[src/rtl/bsg_manycore_pkt_encode_buffered.sv]
// ---------------------------------------------------------------------------
// bsg_manycore_pkt_encode_buffered
//
// Turns a core's 32-bit memory access into a manycore request packet and
// queues it toward the network. Local (non-remote) accesses are acknowledged
// at once and never enter the queue. Outstanding remote requests are tracked
// with a credit counter so the core can fence until all of its traffic has
// drained.
//
// Core address layout (MSB..LSB):
//   remote(1) | y_cord(y_cord_width_p) | x_cord(x_cord_width_p) | addr field
// The top bit of the addr field selects a special-op store (op=2'b10).
//
// Packet layout on data_o (MSB..LSB):
//   addr(addr_width_p) | op(2) | op_ex(data_width_p/8) | data(data_width_p)
//   | return_x | return_y | y_cord | x_cord
//
// Ports:
//   clk_i, reset_n_i   clock, asynchronous active-low reset
//   v_i / ready_o      core request handshake
//   addr_i, data_i,
//   mask_i, we_i       core access (we_i=1 store, 0 load)
//   fence_i            level; holds off new remote requests while high
//   my_x_i, my_y_i     own coordinates, sent as the return address
//   v_o / ready_i      packet handshake toward the network
//   data_o             packet at the head of the queue
//   credit_v_i         one outstanding request completed
//   out_credits_o      credits currently available
//   fence_busy_o       outstanding or queued traffic exists
//   error_o            one-cycle pulse after a rejected remote load
// ---------------------------------------------------------------------------
module bsg_manycore_pkt_encode_buffered #(
  parameter int x_cord_width_p    = 4,
  parameter int y_cord_width_p    = 4,
  parameter int data_width_p      = 32,
  parameter int addr_width_p      = 26,
  parameter int fifo_els_p        = 2,
  parameter int max_out_credits_p = 16,
  parameter bit load_enable_p     = 1'b1,
  parameter bit debug_p           = 1'b0,
  parameter int packet_width_lp   = addr_width_p + 2 + (data_width_p / 8) + data_width_p
                                    + 2 * (x_cord_width_p + y_cord_width_p),
  parameter int credit_width_lp   = $clog2(max_out_credits_p + 1)
) (
  input  logic                        clk_i,
  input  logic                        reset_n_i,

  input  logic                        v_i,
  output logic                        ready_o,
  input  logic [31:0]                 addr_i,
  input  logic [data_width_p-1:0]     data_i,
  input  logic [data_width_p/8-1:0]   mask_i,
  input  logic                        we_i,
  input  logic                        fence_i,
  input  logic [x_cord_width_p-1:0]   my_x_i,
  input  logic [y_cord_width_p-1:0]   my_y_i,

  output logic                        v_o,
  output logic [packet_width_lp-1:0]  data_o,
  input  logic                        ready_i,

  input  logic                        credit_v_i,
  output logic [credit_width_lp-1:0]  out_credits_o,
  output logic                        fence_busy_o,
  output logic                        error_o
);

  // Width of the address field below the coordinates, and of that field
  // once its special-op top bit is removed.
  localparam int field_width_lp = 32 - 1 - x_cord_width_p - y_cord_width_p;
  localparam int strip_width_lp = field_width_lp - 1;
  localparam int ptr_width_lp   = $clog2(fifo_els_p);
  localparam int count_width_lp = $clog2(fifo_els_p + 1);

  localparam logic [count_width_lp-1:0]  fifo_full_count = count_width_lp'(fifo_els_p);
  localparam logic [credit_width_lp-1:0] credit_max      = credit_width_lp'(max_out_credits_p);

  // -------------------------------------------------------------------------
  // Decode
  // -------------------------------------------------------------------------
  logic                       remote;
  logic [y_cord_width_p-1:0]  y_cord;
  logic [x_cord_width_p-1:0]  x_cord;
  logic                       addr_top;
  logic [1:0]                 op;
  logic [addr_width_p-1:0]    pkt_addr;
  logic [packet_width_lp-1:0] packet;

  assign remote   = addr_i[31];
  assign y_cord   = addr_i[30 -: y_cord_width_p];
  assign x_cord   = addr_i[30 - y_cord_width_p -: x_cord_width_p];
  assign addr_top = addr_i[field_width_lp-1];

  always_comb begin
    op = 2'b00;
    if (we_i) begin
      op = addr_top ? 2'b10 : 2'b01;
    end
  end

  // The stripped address field is narrower or wider than the packet address
  // depending on the coordinate widths; fit it either way.
  generate
    if (strip_width_lp >= addr_width_p) begin : g_addr_trunc
      assign pkt_addr = addr_i[addr_width_p-1:0];
    end else begin : g_addr_zext
      assign pkt_addr = {{(addr_width_p - strip_width_lp){1'b0}}, addr_i[strip_width_lp-1:0]};
    end
  endgenerate

  assign packet = {pkt_addr, op, mask_i, data_i, my_x_i, my_y_i, y_cord, x_cord};

  // -------------------------------------------------------------------------
  // State
  // -------------------------------------------------------------------------
  logic [packet_width_lp-1:0] mem [fifo_els_p];

  logic [ptr_width_lp-1:0]    wr_ptr_reg, wr_ptr_next;
  logic [ptr_width_lp-1:0]    rd_ptr_reg, rd_ptr_next;
  logic [count_width_lp-1:0]  count_reg, count_next;
  logic [credit_width_lp-1:0] credit_reg, credit_next;
  logic                       error_reg, error_next;

  logic fifo_full;
  logic fifo_empty;
  logic credit_at_max;
  logic remote_ready;
  logic handshake;
  logic reject;
  logic enq;
  logic deq;

  assign fifo_full     = (count_reg == fifo_full_count);
  assign fifo_empty    = (count_reg == '0);
  assign credit_at_max = (credit_reg == credit_max);

  // ready_o for remote traffic looks only at registered state, so a full
  // queue stays closed even in a cycle where the head is being dequeued.
  assign remote_ready = ~fifo_full & (credit_reg != '0) & ~fence_i;
  assign ready_o      = remote ? remote_ready : 1'b1;

  assign handshake = v_i & ready_o & remote;
  assign reject    = (load_enable_p == 1'b0) & ~we_i;
  assign enq       = handshake & ~reject;
  assign deq       = v_o & ready_i;

  // -------------------------------------------------------------------------
  // Next-state logic
  // -------------------------------------------------------------------------
  always_comb begin
    // Depth is a power of two, so the pointers wrap on their own.
    wr_ptr_next = enq ? wr_ptr_reg + 1'b1 : wr_ptr_reg;
    rd_ptr_next = deq ? rd_ptr_reg + 1'b1 : rd_ptr_reg;

    count_next = count_reg;
    case ({enq, deq})
      2'b10:   count_next = count_reg + 1'b1;
      2'b01:   count_next = count_reg - 1'b1;
      default: count_next = count_reg;
    endcase
  end

  always_comb begin
    credit_next = credit_reg;
    if (enq && !credit_v_i) begin
      credit_next = credit_reg - 1'b1;
    end else if (credit_v_i && !enq && !credit_at_max) begin
      // A return with nothing outstanding is a protocol error upstream;
      // saturate rather than wrap.
      credit_next = credit_reg + 1'b1;
    end
  end

  assign error_next = handshake & reject;

  // -------------------------------------------------------------------------
  // Registers
  // -------------------------------------------------------------------------
  always_ff @(posedge clk_i or negedge reset_n_i) begin
    if (!reset_n_i) begin
      wr_ptr_reg <= '0;
      rd_ptr_reg <= '0;
      count_reg  <= '0;
      credit_reg <= credit_max;
      error_reg  <= 1'b0;
    end else begin
      wr_ptr_reg <= wr_ptr_next;
      rd_ptr_reg <= rd_ptr_next;
      count_reg  <= count_next;
      credit_reg <= credit_next;
      error_reg  <= error_next;
    end
  end

  // Packet storage carries no reset; its contents are only visible while
  // the queue is non-empty.
  always_ff @(posedge clk_i) begin
    if (enq) begin
      mem[wr_ptr_reg] <= packet;
    end
  end

  // -------------------------------------------------------------------------
  // Outputs
  // -------------------------------------------------------------------------
  assign v_o           = ~fifo_empty;
  assign data_o        = mem[rd_ptr_reg];
  assign out_credits_o = credit_reg;
  assign fence_busy_o  = ~credit_at_max | ~fifo_empty;
  assign error_o       = error_reg;

`ifndef SYNTHESIS
  always_ff @(posedge clk_i) begin
    if (reset_n_i) begin
      if (credit_v_i && !enq && credit_at_max) begin
        $error("%m: credit returned with no request outstanding");
      end
      if (debug_p && enq) begin
        $display("%m: enqueue x=%0d y=%0d op=%b addr=%h data=%h",
                 x_cord, y_cord, op, pkt_addr, data_i);
      end
    end
  end
`endif

endmodule

[config.mk]
export PLATFORM = sky130hd
export DESIGN_NAME = bsg_manycore_pkt_encode_buffered
export DESIGN_NICKNAME = d
export VERILOG_FILES = /design/src/rtl/bsg_manycore_pkt_encode_buffered.sv
export SDC_FILE = /design/constraint.sdc
export NUM_CORES = 1
export LEC_CHECK = 0
export CAP_MARGIN = 0
export CORE_ASPECT_RATIO = 1.1
export CORE_UTILIZATION = 40
export DETAILED_ROUTE_END_ITERATION = 8
export HOLD_SLACK_MARGIN = 0.05
export MAX_ROUTING_LAYER = met4
export PLACE_DENSITY_LB_ADDON = 0.25
export SLEW_MARGIN = 5
export SYNTH_ARGS = -nofsm -noshare
export SYNTH_HDL_FRONTEND = slang
export SYNTH_SLANG_ARGS = --single-unit
export TNS_END_PERCENT = 5
[constraint.sdc]
create_clock -name clk_i -period 8.7 [get_ports clk_i]
set_input_delay 0.87 -clock clk_i [delete_from_list [all_inputs] [get_ports clk_i]]
set_output_delay 0.87 -clock clk_i [all_outputs]
set_load 0.05 [all_outputs]
-- Word-level counts from Yosys, hierarchy flattened
Memory sizes are Yosys's and may differ from the RTL's.
Cells that the tools add are included.
W data, S select, Z words.
- logic and storage cells: 43
- bits in registers: 9
- output and inout bits: 89
- memories: 1
- bits in writable memories: 152
- add/subtract/negate cells: 6
- multiplexer cells: 8
- reduce and logical (&&, ||, !) cells: 10
- equality and inequality tests: 4
- bitwise logic cells: 10
- memory list (name ; depth ; bits a word ; read ports ; clocked after Yosys merged registers in ; wr ports ; RTL line ; RTL):
    mem ; 2 ; 76 ; 1 ; 0 ; 1 ; 116 ; logic [packet_width_lp-1:0] mem [fifo_els_p];
- operators with widths (kind ; count):
    $mux W5 ; 2
    $add A5 B1 Y5 const B ; 1
    $and A1 B1 Y1 ; 5
    $eq A5 B5 Y1 const B ; 1
    $reduce_bool A5 Y1 ; 1
    $sub A5 B1 Y5 const B ; 1
    $eq A2 B2 Y1 const B ; 2
    $mux W2 ; 2
    $not A1 Y1 ; 4
    $pmux W2 S2 ; 1
    $reduce_bool A2 Y1 ; 2
    $logic_and A1 B1 Y1 ; 3
    $logic_not A1 Y1 ; 3
    $mux W1 ; 3
    $add A1 B1 Y1 const B ; 2
    $add A2 B1 Y2 const B ; 1
    $eq A2 B1 Y1 const B ; 1
    $logic_not A2 Y1 ; 1
    $sub A2 B1 Y2 const B ; 1
    $or A1 B1 Y1 ; 1

-- Depth between registers and ports, before layout
- word-level depth: 12
- gate-level depth with buffers: 11

-- Least setup slack after synthesis
OpenSTA, ideal clock, no wires.
- kind: input port to flip-flop
- from: input port fence_i
- to: memory mem[0][0] (netlist bit) (enable)
- cell stages on the path: 5
- data arrival time: 4.812 ns
- slack: 3.377 ns
- data required time: 8.190 ns
- cell sequence: or3_1 > buf_6 > nor2_1 > inv_1 > nor2_1
- cells in the longest elaborated chain, start to end: 7
- RTL lines (what ; RTL line ; RTL):
    start: declaration ; 54 ; input logic fence_i,
    $not A1 Y1 ; 139 ; assign remote_ready = ~fifo_full & (credit_reg != '0) & ~fence_i;
    $and A1 B1 Y1 ; 139 ;
    $mux W1 ; 140 ; assign ready_o = remote ? remote_ready : 1'b1;
    $and A1 B1 Y1 (2 in series) ; 142 ; assign handshake = v_i & ready_o & remote;
    $mux W1 ; 198 ; if (enq) begin
    $mux W1 (implied by the code) ; 199 ; mem[wr_ptr_reg] <= packet;
    end: declaration ; 116 ;
No other way between the ends.

-- Worst setup path after layout
- from: input port addr_i[31]
- to: memory mem[0][61] (netlist bit) (enable)
- cells in the longest elaborated chain, start to end: 5
- RTL lines (what ; RTL line ; RTL):
    start: declaration ; 50 ; input logic [31:0] addr_i,
    $mux W1 ; 140 ;
    $and A1 B1 Y1 ; 142 ;
    $and A1 B1 Y1 * ; 142 ;
    $mux W1 * ; 198 ;
    $mux W1 (implied by the code) * ; 199 ;
Every way passes the cells marked *; elsewhere a longest branch is shown, timed or not.

==> flow_summary.ini <==
[sta]
max_freq_ghz = 0.278
hold_viol_final = 0
fin_crit_sh_pct = 41.3
relSlewSlack_pct = 28.0
skew_ns = 0.00519
rsz0062_at_grt = no
tightest_slew_ns = 1.08
holdWs_ns = 0.495
fin_setup_tns_ns = 0
setup_violations = 0
min_period_ns = 3.59
setup_slack_ns = 5.11
drv_slew = 0

[layout]
num_antenna_cells = 0
finalNonFillerCells = 704
largest_reg_flops = 152
fillers = 1180
flow.area_growth_from_synthesis_pct = 39.8
regArea_um2 = 4790
drive_above_1_share_pct = 22.8
layout.nets = 583
multi_input_area_um2 = 1330

[clocking]
clk_root_buffer_cell = clkbuf_16
cts-buffers-inserted = 17
cts_max_path_buffers = 2
cts.repair.resized = 0
clk_latency_ns = 0.41
cts_tree = done
clkTransAtPathRegs_ns = 0.06
h-tree-depth = 4
numClockSinks = 161
hold_buffers = 0
postCtsSetupBuffers = 0

[synth]
yosysSeqAreaShare_pct = 77.2
synth-edff-count = 152
yosys_most_used_dff = edfxtp_1
syn-cell-area_um2 = 6200
synth_area_leaders = edfxtp_1, mux2_2, dfrtp_1
netlist_instances = 321
syn_area_per_cell_um2 = 19.3
synthArstFlopShare_pct = 5.59
yosysTopAreaCell = edfxtp_1
ys_ff_latch = 161
ys_types = 39
yosysWarnings = 0
yosysTopAreaCellShare_pct = 73.6

[detailed_routing]
num_vias = 3359
wl_per_cell_um = 16.5
drc = 0
via_per_inst = 4.77
detail-route-antenna-nets = 0
drt_wl_total_um = 11600
drt_iter0_markers = 229
drt-pass1-iter-count = 4

[global_route]
grt_max_degree = 78
grt_pass1_vias = 3597
grt.overflow.total = 0
grt_pass1_wl_um = 18100
grt.total_usage_pct = 15.6
antenna_found_initial = 0

[min_path]
holdCritStartpoint = count_reg[1]
min_path_cells = 1
holdCritPathClass = register to register
hold_path_end = count_reg[1]

[die]
chipHeight_um = 133
start_util_pct = 41.0
dieArea_um2 = 16000
fp.dieW_um = 121
pin_count = 172
placeableCoreArea_um2 = 15100
fp-row-count = 47

[setup_path]
critPathMaxFanout = 46
slowest_delay_ns = 0.69
crit_path_top_delay_cell = nor2_4
critical_path.top_delay_family = simple AND/OR/NAND/NOR gates
r2r_start = count_reg[1]
r2r_slack_ns = 5.50
crit_buf_inv = 3
endpoint_kind = register
crit_type = input pin to register
ff2ff_path_depth = 6
cp.required_ns = 8.74
reg2reg_to = mem[0][61]
start_kind = input pin
arrival_ns = 3.64
crit_chain = clkdlybuf4s50_1 > nand2_1 > or3_1 > nor2_1 > inv_1 > nor2_4 > buf_4

[pwr]
ir_drop_v = 0.000192
power.density_nw_per_um2 = 330
fin_total_pwr_mw = 2.86
p_leak_nw = 2.94

[run]
maxCapViolations = 0

[place]
gp_congestion = 0.795
post-place-cells = 672
dp_slack_ns = 4.60
dpl.hpwl_um = 7370
numPortBuffers = 166

[outcome]
status = finished, final reports clean
cell type report:
type                       count  area share, %
clock buffer                  18           4.95
clock inverter                14           2.16
inverter                       6          0.260
multi-input combinational    142           15.3
sequential                   161           55.3
tap                          196           2.83
timing repair buffer         167           19.2
report_power, final:
group / switching (mW) / internal [mW] / total, mW
Combinational: 0.638 / 0.422 / 1.06
Clock: 0.284 / 0.479 / 0.763
Sequential: 0.110 / 0.929 / 1.04
Total: 1.03 / 1.83 / 2.86
metal layers:
| layer | vias up | part of all wire (%) | wire (um) | GRT usage, % |
|---|---|---|---|---|
| met5 | - | 0 | 0 | - |
| met4 | 0 | 1.7 | 195 | 6.17 |
| met3 | 15 | 4.8 | 561 | 4.05 |
| met2 | 119 | 50 | 5780 | 25.2 |
| met1 | 1644 | 44 | 5050 | 18.5 |
| li1 | 1581 | - | - | - |
worst max-delay path by stage:
stage	slack, ns	from	cells after the start	end
finish	5.11	addr_i[31]	7	mem[0][61]
global route	4.85	addr_i[31]	7	mem[0][27]
CTS	5.03	addr_i[31]	7	mem[0][20]
detailed placement	4.60	addr_i[31]	7	mem[0][19]
global placement	4.66	addr_i[31]	7	mem[0][19]
floorplan	3.38	fence_i	5	mem[0][0]
cells in the mapped netlist, types with 3 or more instances:
library cell / n
a21oi_1: 4
buf_2: 3
o21ai_0: 3
dfrtp_1: 8
a31oi_1: 3
nand3_1: 3
nor2_1: 9
buf_4: 5
xor2_1: 5
edfxtp_1: 152
ha_1: 4
buf_1: 5
xnor2_1: 3
mux2_2: 76
and2_1: 3
inv_1: 6
or3_1: 3
cell usage in the layout, fill, tap and decap left out, types with 3 or more instances in the layout:
cell and instances:
dfrtp_1 7, clkinv_4 3, a31oi_1 3, o21ai_0 3, mux2_2 76, a21oi_1 4
bufinv_16 4, or3_1 3, nand3_1 3, xor2_1 5, clkbuf_16 17, clkdlybuf4s50_1 166
inv_1 6, ha_1 4, nor2_1 8, xnor2_1 3, edfxtp_1 152, conb_1 5
stage by stage:
| step | cell area [um2] | utilization, % |
|---|---|---|
| 4_1_cts | 8670 | 57.4 |
| 5_1_grt | 8670 | 57.4 |
| 6_report | 8670 | 57.4 |
| 3_3_place_gp | 8060 | 53.3 |
| 3_5_place_dp | 8060 | 53.3 |
| 2_1_floorplan | 6220 | - |
cells by family after synthesis:
logic type	share of synthesized area (%)
other	0.0605
AND/OR/NAND/NOR	2.86
buffers and inverters	1.82
XOR/XNOR	1.13
multiplexers	14.0
adder cells (fa/ha/maj)	1.13
flip-flops	77.2
AO/OA/AOI/OAI	1.82
Power figures use the tool's default switching activity.
